### config.mk
export PLATFORM = sky130hd
export DESIGN_NAME = prio_bit_serializer_flat
export DESIGN_NICKNAME = d
export VERILOG_FILES = /design/src/rtl/prio_bit_serializer_pkg.sv /design/src/rtl/prio_bit_serializer_if.sv /design/src/rtl/prio_enc.sv /design/src/rtl/prio_bit_serializer.sv /design/src/flat_wrapper.sv
export SDC_FILE = /design/constraint.sdc
export NUM_CORES = 1
export LEC_CHECK = 0
export CAP_MARGIN = 20
export CORE_MARGIN = 2
export CORE_UTILIZATION = 40
export CTS_BUF_LIST = sky130_fd_sc_hd__clkbuf_16
export DETAILED_ROUTE_END_ITERATION = 8
export GPL_TIMING_DRIVEN = 0
export PLACE_DENSITY = 0.69
export SYNTH_ARGS = -nofsm -noshare
export SYNTH_HDL_FRONTEND = slang
export SYNTH_SLANG_ARGS = --single-unit
### constraint.sdc
create_clock -name clk -period 1.9 [get_ports clk]
set_clock_uncertainty 0.2 [all_clocks]
set_input_delay 0.19 -clock clk [delete_from_list [all_inputs] [get_ports clk]]
set_output_delay 0.19 -clock clk [all_outputs]
set_load 0.01 [all_outputs]
### src/rtl/prio_bit_serializer_pkg.sv
// Shared types and helpers for the priority bit serializer.
package prio_pkg;

    typedef enum logic [0:0] {
        IDLE = 1'b0,
        SCAN = 1'b1
    } state_t;

    localparam int MAX_N = 64;

    // Counts set bits among the low n bits of v; callers zero-extend to MAX_N.
    function automatic logic [6:0] popcount(input logic [MAX_N-1:0] v, input int n);
        logic [6:0] c;
        c = 7'd0;
        for (int i = 0; i < MAX_N; i++) begin
            c = c + ((i < n) ? 7'(v[i]) : 7'd0);
        end
        return c;
    endfunction

endpackage

### src/rtl/prio_bit_serializer_if.sv
// Request/beat handshake bundle between producer, serializer and consumer.
interface prio_bit_serializer_if #(
    parameter int N = 8,
    parameter int W = $clog2(N)
);
    logic [N-1:0] in;
    logic         in_valid;
    logic         in_ready;
    logic [W-1:0] pos;
    logic         none;
    logic         last;
    logic [W:0]   cnt;
    logic         out_valid;
    logic         out_ready;

    modport slave (
        input  in, in_valid, out_ready,
        output in_ready, pos, none, last, cnt, out_valid
    );

    modport master (
        output in, in_valid, out_ready,
        input  in_ready, pos, none, last, cnt, out_valid
    );
endinterface

### src/rtl/prio_enc.sv
// Combinational N-bit priority encoder; also the drop-in for the legacy 4-bit encoder.
module prio_enc #(
    parameter int N         = 8,
    parameter bit MSB_FIRST = 1'b0,
    localparam int W        = $clog2(N)
) (
    input  logic [N-1:0] vec,
    output logic [W-1:0] idx,
    output logic         any
);

    // Scan toward the highest-priority end so the last hit wins.
    always_comb begin
        idx = {W{1'b0}};
        any = 1'b0;
        if (MSB_FIRST) begin
            for (int i = 0; i < N; i++) begin
                idx = vec[i] ? W'(i) : idx;
                any = any | vec[i];
            end
        end else begin
            for (int i = N - 1; i >= 0; i--) begin
                idx = vec[i] ? W'(i) : idx;
                any = any | vec[i];
            end
        end
    end

endmodule

### src/rtl/prio_bit_serializer.sv
// Captures a request vector and emits the index of each set bit, one beat per handshake.
module prio_bit_serializer
    import prio_pkg::*;
#(
    parameter int N         = 8,
    parameter int W         = $clog2(N),
    parameter bit MSB_FIRST = 1'b0
) (
    input  logic                  clk,
    input  logic                  areset,
    prio_bit_serializer_if.slave  bus
);

    state_t       state_r, state_s;
    logic [N-1:0] pend_r, pend_s;
    logic [W:0]   cnt_r, cnt_s;
    logic         empty_r, empty_s;

    logic [W-1:0] enc_idx_s;
    logic         enc_any_s;
    logic         last_s;
    logic         scan_s;

    prio_enc #(
        .N         (N),
        .MSB_FIRST (MSB_FIRST)
    ) u_enc (
        .vec (pend_r),
        .idx (enc_idx_s),
        .any (enc_any_s)
    );

    // At most one pending bit (zero or a power of two) marks the final beat.
    assign last_s = ((pend_r & (pend_r - N'(1))) == {N{1'b0}});
    assign scan_s = (state_r == SCAN);

    // Next-state and capture/clear logic.
    always_comb begin
        state_s = state_r;
        pend_s  = pend_r;
        cnt_s   = cnt_r;
        empty_s = empty_r;
        case (state_r)
            IDLE: begin
                if (bus.in_valid) begin
                    state_s = SCAN;
                    pend_s  = bus.in;
                    cnt_s   = (W+1)'(popcount(MAX_N'(bus.in), N));
                    empty_s = (bus.in == {N{1'b0}});
                end else begin
                    state_s = IDLE;
                end
            end
            SCAN: begin
                if (bus.out_ready) begin
                    pend_s  = pend_r & ~(N'(1) << enc_idx_s);
                    state_s = last_s ? IDLE : SCAN;
                end else begin
                    state_s = SCAN;
                end
            end
            default: begin
                state_s = IDLE;
                pend_s  = {N{1'b0}};
            end
        endcase
    end

    // State and datapath registers.
    always_ff @(posedge clk or posedge areset) begin
        if (areset) begin
            state_r <= IDLE;
            pend_r  <= {N{1'b0}};
            cnt_r   <= {(W+1){1'b0}};
            empty_r <= 1'b0;
        end else begin
            state_r <= state_s;
            pend_r  <= pend_s;
            cnt_r   <= cnt_s;
            empty_r <= empty_s;
        end
    end

    // Beat fields come from registers only and read as zero outside SCAN.
    assign bus.in_ready  = (state_r == IDLE);
    assign bus.out_valid = scan_s;
    assign bus.pos       = (scan_s && enc_any_s) ? enc_idx_s : {W{1'b0}};
    assign bus.last      = scan_s & last_s;
    assign bus.none      = scan_s & empty_r;
    assign bus.cnt       = cnt_r;

endmodule

### src/flat_wrapper.sv
// flat-port wrapper written by rule: the top's interface ports become plain ports
module prio_bit_serializer_flat import prio_pkg::*;
#(
    parameter int N         = 8,
    parameter int W         = $clog2(N),
    parameter bit MSB_FIRST = 1'b0
)
  (clk, areset, bus_in, bus_in_valid, bus_out_ready, bus_in_ready, bus_pos, bus_none, bus_last, bus_cnt, bus_out_valid);
  prio_bit_serializer_if #(.N(N), .W(W)) bus_i ();
  input  logic clk;
  input  logic areset;
  input wire logic [$bits(bus_i.in)-1:0] bus_in;
  input wire logic [$bits(bus_i.in_valid)-1:0] bus_in_valid;
  input wire logic [$bits(bus_i.out_ready)-1:0] bus_out_ready;
  output wire logic [$bits(bus_i.in_ready)-1:0] bus_in_ready;
  output wire logic [$bits(bus_i.pos)-1:0] bus_pos;
  output wire logic [$bits(bus_i.none)-1:0] bus_none;
  output wire logic [$bits(bus_i.last)-1:0] bus_last;
  output wire logic [$bits(bus_i.cnt)-1:0] bus_cnt;
  output wire logic [$bits(bus_i.out_valid)-1:0] bus_out_valid;
  assign bus_i.in = bus_in;
  assign bus_i.in_valid = bus_in_valid;
  assign bus_i.out_ready = bus_out_ready;
  assign bus_in_ready = bus_i.in_ready;
  assign bus_pos = bus_i.pos;
  assign bus_none = bus_i.none;
  assign bus_last = bus_i.last;
  assign bus_cnt = bus_i.cnt;
  assign bus_out_valid = bus_i.out_valid;
  prio_bit_serializer #(.N(N), .W(W), .MSB_FIRST(MSB_FIRST)) u_core (.clk(clk), .areset(areset), .bus(bus_i));
endmodule
==> metrics.md <==
| Metric | Value |
|---|---|
| Remaining global-route overflow | 0 |
| Unrepaired setup endpoints after global routing | yes |
| Final Util | 0.661 |
| Max cap viols | 0 |
| Worst stage delay on the critical path | 0.51 ns |
| Failing checks | setup timing |
| DRC | 0 |
| Design area | 0.00151 mm^2 |
| Number of flops mapped to enable cells by yosys | 0 |
| Buffers on Ports | 22 |
| H-tree Lvls | 1 |
| Setup ws final | -0.665 ns |
| PD cells | 1600 mW/mm^2 |
| Final period util | 1.35 |
| Critical path launch point type | input port |
| Synth top area cells | dfrtp_1 (36%), fa_1 (8.1%), inv_1 (5.7%) |
| Share of layout cells above drive strength 1 | 0.311 |
| Worst Path Required | 1.87 ns |
| CP arrival | 2.53 ns |
| CTS Sinks | 14 |
| Ys flop type | dfrtp_1 |
| Clock root cell | clkbuf_16 |
| Critical path peak fanout | 2 |
| Gr usage total | 0.198 |
| Status | finished with violations |
| Post-synth top area cell | dfrtp_1 |
| Vias per cell | 5.38 |
| Post-synthesis net count | 134 |
| Commonest cells in the netlist | inv_1 (15), dfrtp_1 (14), nand2_1 (14), o21ai_0 (9), nor2_1 (8) |
| Max Slew Vio Count | 0 |
| Clock buffer depth | 2 |
| Worst ir drop on vdd | 1.04 mV |
| Placed inst area | 0.00128 mm^2 |
| Drt pass-1 iters | 4 |
| Top-count cell post-synth | inv_1 |
| Drt initial violations | 11 |
| Seq cells post-synth | 14 |
| Switching share of power | 0.389 |
| Pre-CTS setup slack | -1.53 ns |
| Dpl cells | 164 |
| Clk network pwr share | 0.160 |
| Switch Pwr | 0.936 mW |
| Crit path max-delay cell type | fa_1 |
| Worst hold path type | in -> reg |
| Worst hold margin | 0.0165 ns |
| Final Power | 2.40 mW |
| Pint | 1.47 mW |
| Layout area overhead | 53.1% |
| Ant. Diodes | 0 |
| Final setup viols | 8 |
| First-pass GRT wire length | 4040 um |
| Leakage power | 0.688 nW |
| Syn Area/Cell | 8.63 um^2 |
| CTS tree | done |
| Vias in the first global route | 882 |
| # IOs | 23 |
| Initial Utilization | 0.432 |
| Routed len/inst | 13.9 um |
| Max transition margin | 0.638 |
| Post-Syn Instances | 114 |
| Crit Path Category | in -> reg |
| Die area | 0.00287 mm^2 |
| Via count | 947 |
| Netlist cell types | 37 |
| Crit end category | flop |
| Worst-Skew Late Latency | 0.24 ns |
| GPL Wtd Cong | 0.874 |
| Count of final hold-check violations | 0 |
| Final Non-Filler Cells | 176 |
| Total CTS buffers | 3 |
| Share of power burned in registers | 0.247 |
| Seq/Total Area, Yosys | 0.356 |
| Fin nets | 170 |
| Logic pwr share | 0.592 |
| Largest net degree at the start of global routing | 15 |
| DRT Wirelength | 2450 um |
| Post-synth ARST share | 1.00 |
| Die width | 53.6 um |
| CP dominant cell by count | inv_2 |
| Mapped Area | 983 um^2 |
| Synth warn | 0 |
| HPWL Detailed | 1760 um |
| # hold bufs at CTS | 0 |
| Core ar. | 0.00228 mm^2 |
| Reg clk slew, reported paths | 0.04 ns |
| Least-Margin Pin Slew | 0.543 ns |
| Setup_tns | -2.80 ns |
| Initial antenna violation count | 0 |
| Crit path cell chain | buf_12, inv_12, ha_4, inv_2, fa_1, fa_1, inv_2, fa_2, inv_2, fa_2, a21oi_2 |
| Die H | 53.6 um |
| Site row count | 17 |
| Yosys top cell area share | 0.356 |
| F_max | 390 MHz |
| Number of routed nets with antenna violations | 0 |
| Post-route minimum period | 2.57 ns |
## final cells by class
| cell class | instances | area (um^2) |
|---|---|---|
| clock buffers | 3 | 75.1 |
| fillers | 185 | 771 |
| multi-input cells | 79 | 632 |
| inverters | 15 | 73.8 |
| well taps | 28 | 35.0 |
| flip-flops and latches | 14 | 355 |
| repair buffers | 35 | 327 |
| plain buffers | 2 | 7.51 |
## flip-flops by register name, summed over array words and instances, names as in the netlist
signal and cells:
u_core.pend_r 8, u_core.bus.cnt 4, u_core.bus.out_valid 1, u_core.empty_r 1
## critical path: cells and delay by family
family | cells | cell delay [ns]
AO/OA/AOI/OAI | 1 | 0.12
adder cells (fa/ha/maj) | 5 | 1.97
buffers and inverters | 5 | 0.25
## cells by family (layout without fill, tap and decap cells)
group                      Yosys count  in the layout  synth area share
AOI/OAI and AO/OA                   30             30             0.209
xor gates and xnor gates             1              1           0.00891
buffers and inverters               21             55            0.0903
DFF                                 14             14             0.356
and+or+nand+nor                     39             39             0.193
adders and majority gates            9              9             0.142
## per-layer routing
layer	vias up	share of wire	GRT usage
met4	0	0.0053	0.0641
li1	471	-	-
met5	-	0	0
met2	22	0.51	0.337
met3	2	0.040	0.0333
met1	452	0.45	0.254
## power groups by stage
stage	clock, mW	combinational (mW)	sequential (mW)
after floorplan	0	0.730	0.526
after global placement	0	1.17	0.524
after detailed placement	0	1.18	0.531
after CTS	0.394	1.26	0.589
after global routing	0.416	1.55	0.618
final	0.386	1.42	0.595
## placed cells by master (no fill, tap or decap), types with 2 or more instances in the layout
cell / n
dfrtp_1: 10
o22ai_1: 3
dfrtp_2: 4
a21oi_1: 2
buf_6: 3
a21oi_2: 2
inv_1: 9
buf_2: 2
o21ai_1: 3
o21ai_0: 5
dlygate4sd2_1: 2
clkbuf_16: 3
nand2_1: 14
nor3_1: 2
buf_4: 11
nor2_1: 8
clkdlybuf4s50_1: 13
inv_2: 4
a211oi_1: 3
nor2b_1: 3
fa_2: 2
clkbuf_1: 2
ha_1: 3
fa_1: 2
nand2b_1: 2
## path summary, 6_finish.rpt
kind	slack (ns)	from	endpoint	depth (start not counted)
setup reg to reg	-0.04	u_core.pend_r[0]	u_core.bus.out_valid	5
hold / removal	0.02	bus_in[0]	u_core.pend_r[0]	3
setup / recovery	-0.67	bus_in[1]	u_core.bus.cnt[1]	11
hold reg to reg	0.28	u_core.empty_r	u_core.empty_r	1
min in group asynchronous	0.10	areset	u_core.bus.cnt[1]	2
max in group asynchronous	1.01	areset	u_core.pend_r[1]	2
## timing repair
action	in CTS	in global routing
setup endpoints to repair	17	10
setup buffers	7	7
pin swaps	10	13
gates resized for setup	46	14
No activity file was read; power rests on OpenSTA's default activity.
